--- config.mk ---
export PLATFORM = sky130hd
export DESIGN_NAME = output_buffer
export DESIGN_NICKNAME = d
export VERILOG_FILES = /design/src/rtl/output_buffer.sv
export SDC_FILE = /design/constraint.sdc
export NUM_CORES = 1
export LEC_CHECK = 0
export CORE_MARGIN = 4
export CORE_UTILIZATION = 25
export CTS_CLUSTER_DIAMETER = 150
export DETAILED_ROUTE_END_ITERATION = 8
export GPL_TIMING_DRIVEN = 0
export PLACE_DENSITY = 0.54
export RECOVER_POWER = 25
export SYNTH_ARGS = -nofsm -noshare
export SYNTH_HDL_FRONTEND = slang
export SYNTH_SLANG_ARGS = --single-unit
export TNS_END_PERCENT = 1
--- constraint.sdc ---
create_clock -name clk -period 4.8 [get_ports clk]
set_clock_uncertainty 0.2 [all_clocks]
set_input_delay 0.72 -clock clk [delete_from_list [all_inputs] [get_ports clk]]
set_output_delay 0.72 -clock clk [all_outputs]
set_load 0.05 [all_outputs]
--- src/rtl/output_buffer.sv ---
// Packs 1-bit edge decisions MSB-first into WORD_BITS-wide words and emits
// each word with a sequential word address that wraps at endpixel or on img_done.
module output_buffer #(
    parameter int unsigned WORD_BITS  = 32,
    parameter int unsigned ADDR_WIDTH = 32
) (
    input  logic                  clk,
    input  logic                  n_rst,
    input  logic                  edge_pixel,
    input  logic                  out_en,
    input  logic                  write_out_enable,
    input  logic [ADDR_WIDTH-1:0] endpixel,
    input  logic                  img_done,
    output logic [WORD_BITS-1:0]  out_pixel,
    output logic [ADDR_WIDTH-1:0] write_addr,
    output logic                  out_empty,
    output logic                  out_full
);

    localparam int unsigned CW = $clog2(WORD_BITS + 1);

    logic [WORD_BITS-1:0]  sr;
    logic [CW-1:0]         count;
    logic [ADDR_WIDTH-1:0] wr_ptr;

    logic                  write_accept;
    logic                  shift_accept;
    logic [CW-1:0]         pad;
    logic [WORD_BITS-1:0]  aligned;

    assign out_empty = (count == '0);
    assign out_full  = (count == CW'(WORD_BITS));

    always_comb begin
        write_accept = write_out_enable && (out_full || (img_done && !out_empty));
        shift_accept = out_en && (!out_full || write_accept);
        // Partial words are left-justified so the first pixel always lands in the MSB.
        pad          = CW'(WORD_BITS) - count;
        aligned      = sr << pad;
    end

    always_ff @(posedge clk) begin
        if (!n_rst) begin
            sr         <= '0;
            count      <= '0;
            wr_ptr     <= '0;
            out_pixel  <= '0;
            write_addr <= '0;
        end else if (write_accept) begin
            out_pixel  <= aligned;
            write_addr <= wr_ptr;
            if (wr_ptr == endpixel || img_done) begin
                wr_ptr <= '0;
            end else begin
                wr_ptr <= wr_ptr + ADDR_WIDTH'(1);
            end
            // A bit arriving with the write opens the next word.
            if (shift_accept) begin
                sr    <= WORD_BITS'(edge_pixel);
                count <= CW'(1);
            end else begin
                sr    <= '0;
                count <= '0;
            end
        end else if (shift_accept) begin
            sr    <= {sr[WORD_BITS-2:0], edge_pixel};
            count <= count + CW'(1);
        end
    end

endmodule

# ---- Yosys cells after proc, flatten, opt, wreduce, memory -nomap -nowiden
# Index checks and enable logic that the tools add are counted.
dict set report totals {
  reg_bits 134
  in_bits 38
  latch_bits 0
  word_cells 28
  output_inout_bits 66
  ramBits 0
  rom_bits 0
  mem_count 0
}
dict set report op_classes {
  n_lt_le_gt_ge 0
  add_sub_neg 3
  mux 7
  shifts 1
  mul 0
  div 0
  n_eq_ne 2
  n_reduce_logical 10
  n_bitwise 0
}
# cell n
set ops {}
lappend ops {{two-way mux 32 bit} 3}
lappend ops {{adder 32 x 1 -> 32 bit, second input constant} 1}
lappend ops {{equality test 32 bit} 1}
lappend ops {{left shift 32 x 6 -> 32 bit} 1}
lappend ops {{two-way mux 6 bit} 2}
lappend ops {{adder 6 x 1 -> 6 bit, second input constant} 1}
lappend ops {{equality test 6 bit, second input constant} 1}
lappend ops {{zero test 6 bit} 1}
lappend ops {{subtractor 6 bit, first input constant} 1}
lappend ops {{logical AND 1 bit} 3}
lappend ops {{logical OR 1 bit} 3}
lappend ops {{zero test 1 bit} 2}
lappend ops {{two-way mux 1 bit} 2}
lappend ops {{nonzero test 2 bit} 1}

# ---- Logic depth before layout (Yosys ltp)
# Gate-level depths: netlist (run 1).
dict set report depth {
  depth_word 9
  ltp_mapped 13
  mapped_depth_nobuf 8
}

# ---- Worst setup path after synthesis (run 1)
# No wires, ideal clock.
dict set report synth_path {
  kind {register to register}
  start {reg count[0]}
  end {reg out_pixel[20]}
  setup_slack_ns 1.413
  setup_time_ns 0.144
  required_ns 4.456
  synth_period_minus_slack_ns 3.387
  stages_incl_launch_ff 13
  n_path_buf 4
  t_arrival_ns 3.043
  path_cell_list {dfxtp_1 -> buf_2 -> clkinv_1 -> buf_1 -> ha_1 -> buf_2 -> buf_2 -> mux2_2 -> mux2i_1 -> nor2_1 -> or3_1 -> o211ai_1 -> o311ai_0}
}
dict set report synth_via {
  elab_chain_len 5
  word_cells_on_any_way 8
  classes_between {add/sub: 1; eq/ne: 1; shift: 1; reduce/logical: 5}
}
# item line_no
set synth_rtl {}
lappend synth_rtl {{start, declared} 23} ;# logic [CW-1:0] count;
lappend synth_rtl {{start signal, assigned} 67} ;# count <= count + CW'(1);
lappend synth_rtl {{parallel branches: the longest is 5 deep, another holds subtractor 6 bit} -}
lappend synth_rtl {{end signal, assigned} 50} ;# out_pixel <= aligned;
lappend synth_rtl {{end, declared} 14} ;# output logic [WORD_BITS-1:0] out_pixel,
# Several ways; the timed one is not identified.
# A chain may end at the register's enable or synchronous reset.

# ---- Worst setup path in the final report (run 1)
dict set report layout_path {
  start {reg count[0]}
  end {reg out_pixel[30]}
}
# The elaborated chain is that of the path after synthesis.

==> metrics.cfg, run 1 <==
[status]
status = complete, no violations

[synthesis]
synth-edff-count = 0
synth_nets = 885
ys_top_cells_by_area = dfxtp_1, nand2_1, xnor2_1
yosysTopAreaCell = dfxtp_1
ys_async_sr_fraction = 0
synth.top_cell.area_share = 0.381
synthCells = 844
synth_common_cells = nand2_1, dfxtp_1, nor2_1, xnor2_1, clkbuf_1
ys_ff_latch = 134
synth.most_common_cell = nand2_1
ys_seq_area_frac = 0.381
avgSynthCellArea_sq_um = 8.34
synth_area_sq_um = 7040
synth_ff_type = dfxtp_1
synth_warnings = 0
synth_cell_types = 55

[global_routing]
grt_start_max_net_pins = 17
antenna_found_initial = 1
overflow = 0
grt_usage = 0.140
grt_pass1_wl_um = 34400
first_global_vias = 6157

[finish]
drive_above_1_share = 0.0972
ff_latch_area_sq_um = 2680
area_delta_synth_final_pct = 29.4
final_nets = 1005
diodes = 0
multiInputGateArea_sq_um = 4030
nFillCells = 2953

[worst_setup_path]
worst_setup_path_end_kind = flip-flop
crit_fanout = 14
crit_type = flip-flop to flip-flop
worstRegToRegCells = 10
critPathSlowestCell = ha_1
crit_buf_inv = 5
slowest_delay_ns = 0.55
critPathTopFamily = buffers and inverters
critical_path.startpoint_type = flip-flop
path_cells = buf_2 > clkinv_1 > ha_1 > buf_2 > buf_2 > buf_2 > o22ai_1 > o21ai_0 > mux2i_1 > a221o_1
crit_arrival_ns = 4.28
crit_top_cell = buf_2
reg2reg_to = out_pixel[30]$_SDFFE_PN0P_
r2r_start = count[0]$_SDFFE_PN0P_
cp.required_ns = 4.92
rrSetupSlack_ns = 0.63

[power]
p_sw_frac = 0.282
switching_power_mw = 0.778
clockPowerShare = 0.468
vdd_drop_max_mv = 0.223
p_comb_frac = 0.125
cellPowerDensity_nw_per_um2 = 303
p_leak_nw = 3.15
power_frac_seq = 0.407
p_int_mw = 1.98

[routing]
antenna_left = 0
post_drt_via_cell_ratio = 4.66
drc = 0
wirelength_um = 21400
wl_per_cell_um = 15.8
drt_iter0_drc = 335
drtPass1Iterations = 5
vias = 6319

[floorplan]
io_pins = 104
start_util = 0.253
rows = 61
die_w_um = 176
die-area_sq_um = 30900
dieHeight_um = 176
core_sq_um = 27800

[timing]
tightest_slew_ns = 0.763
hold_violations = 0
slew_headroom = 0.487
setup_viol = 0
finalCriticalPeriod_ns = 4.17
period_share = 0.868
slew_violations = 0
rsz0062_at_grt = false
hold_ws_ns = 0.250
max_freq_mhz = 240
fin_setup_tns_ns = 0

[clocking]
ctsHtreeMaxLevel = 4
clkTransAtPathRegs_ns = 0.06
cts.sinks = 134
cts_tree = done
cts-resized-gates = 0
cts_hold_buf = 0
cts_root_buf = clkbuf_16
clock_path_buffers = 2
clkLatencyLatePin_ns = 0.43
cts_buffers = 17
post-cts-setup-buffers = 0

[placement]
dp_hpwl_um = 16300
globalplace.congestion = 0.880
io_buffers = 102

[min_path]
min_to = out_pixel[6]$_SDFFE_PN0P_
hold_depth = 2
hp-class = flip-flop to flip-flop
hp-start = out_pixel[6]$_SDFFE_PN0P_

[run]
maxCapViolations = 0

power by group through the flow:
stage	clock (mW)	sequential [mW]	combinational [mW]
global route	1.36	1.12	0.375
CTS	1.31	1.12	0.347
detailed placement	0	1.15	0.346
global placement	0	1.15	0.346
floorplan	0	1.15	0.225
finish	1.29	1.12	0.346
cell families after synthesis:
logic type,Yosys count,share of synthesized area
AOI/OAI and AO/OA,151,0.146
xor gates and xnor gates,67,0.0834
adders and majority gates,3,0.00534
buffers and inverters,78,0.0455
DFF,134,0.381
muxes,66,0.121
and+or+nand+nor,345,0.218
layout make-up:
class | instances | area share
Buffer | 64 | 0.0294
Clock buffer | 18 | 0.0482
Clock inverter | 14 | 0.0155
Inverter | 13 | 0.00536
Multi-Input combinational cell | 632 | 0.443
Sequential cell | 134 | 0.295
Tap cell | 378 | 0.0519
Timing Repair Buffer | 102 | 0.112
placed cells by master (no fill, tap or decap), types with 7 or more instances in the layout:
cell type	n
a22o_1	7
nor3_1	9
dlygate4sd3_1	50
a21boi_0	37
clkbuf_1	43
mux2i_1	32
o211ai_1	10
xnor2_1	54
buf_2	16
inv_1	12
a21oi_1	39
nand2_1	207
dfxtp_1	134
mux2_2	21
nor2_1	61
xor2_1	13
nand4_1	15
nand3_1	19
clkdlybuf4s50_1	52
a221o_1	7
clkbuf_16	17
o21ai_0	19
mux4_2	13
worst max-delay path by stage:
| stage | slack, ns | end | from | depth (start not counted) |
|---|---|---|---|---|
| floorplan | 1.41 | out_pixel[20]$_SDFFE_PN0P_ | count[0]$_SDFFE_PN0P_ | 12 |
| global route | 0.33 | out_full | count[0]$_SDFFE_PN0P_ | 7 |
| global placement | 0.59 | out_pixel[30]$_SDFFE_PN0P_ | count[0]$_SDFFE_PN0P_ | 11 |
| detailed placement | 0.62 | out_pixel[18]$_SDFFE_PN0P_ | count[0]$_SDFFE_PN0P_ | 12 |
| finish | 0.63 | out_pixel[30]$_SDFFE_PN0P_ | count[0]$_SDFFE_PN0P_ | 10 |
| CTS | 0.23 | out_full | count[0]$_SDFFE_PN0P_ | 8 |
registers in the layout, summed over array words and instances (netlist names):
signal	cells
out_pixel	32
wr_ptr	32
write_addr	32
sr	32
count	6
through the flow:
step                      setup WS [ns]   util  std cells  power [mW]  area [sq um]
after floorplan                    1.41      -        844        1.38          7040
after global placement            0.593  0.307       1324        1.49          8530
after detailed placement          0.618  0.307       1324        1.49          8530
after CTS                         0.234  0.328       1356        2.78          9110
after global routing              0.331  0.328       1355        2.86          9110
final                             0.633  0.328       1355        2.76          9110
tightest hold or removal path, stage by stage (launching register included):
cell,delay [ns]
dfxtp_1,0.32
nand2_1,0.04
o21ai_0,0.05
per-layer routing:
metal,up-vias,global-route usage,wire [um]
met5,-,0,13
met3,31,0.0295,981
li1,3153,-,-
met2,138,0.222,9730
met1,2995,0.187,10200
met4,2,0.0523,495
No activity file was read; power rests on OpenSTA's default activity.
==> run 2: changes to the inputs <==
--- a/config.mk
+++ b/config.mk
@@ -12,7 +12,7 @@
 export GPL_TIMING_DRIVEN = 0
 export PLACE_DENSITY = 0.54
 export RECOVER_POWER = 25
+export SLEW_MARGIN = 10
 export SYNTH_ARGS = -nofsm -noshare
 export SYNTH_HDL_FRONTEND = slang
 export SYNTH_SLANG_ARGS = --single-unit
-export TNS_END_PERCENT = 1
==> results of run 2 <==
The final DEF is identical to that of run 1; final timing and power are the same.
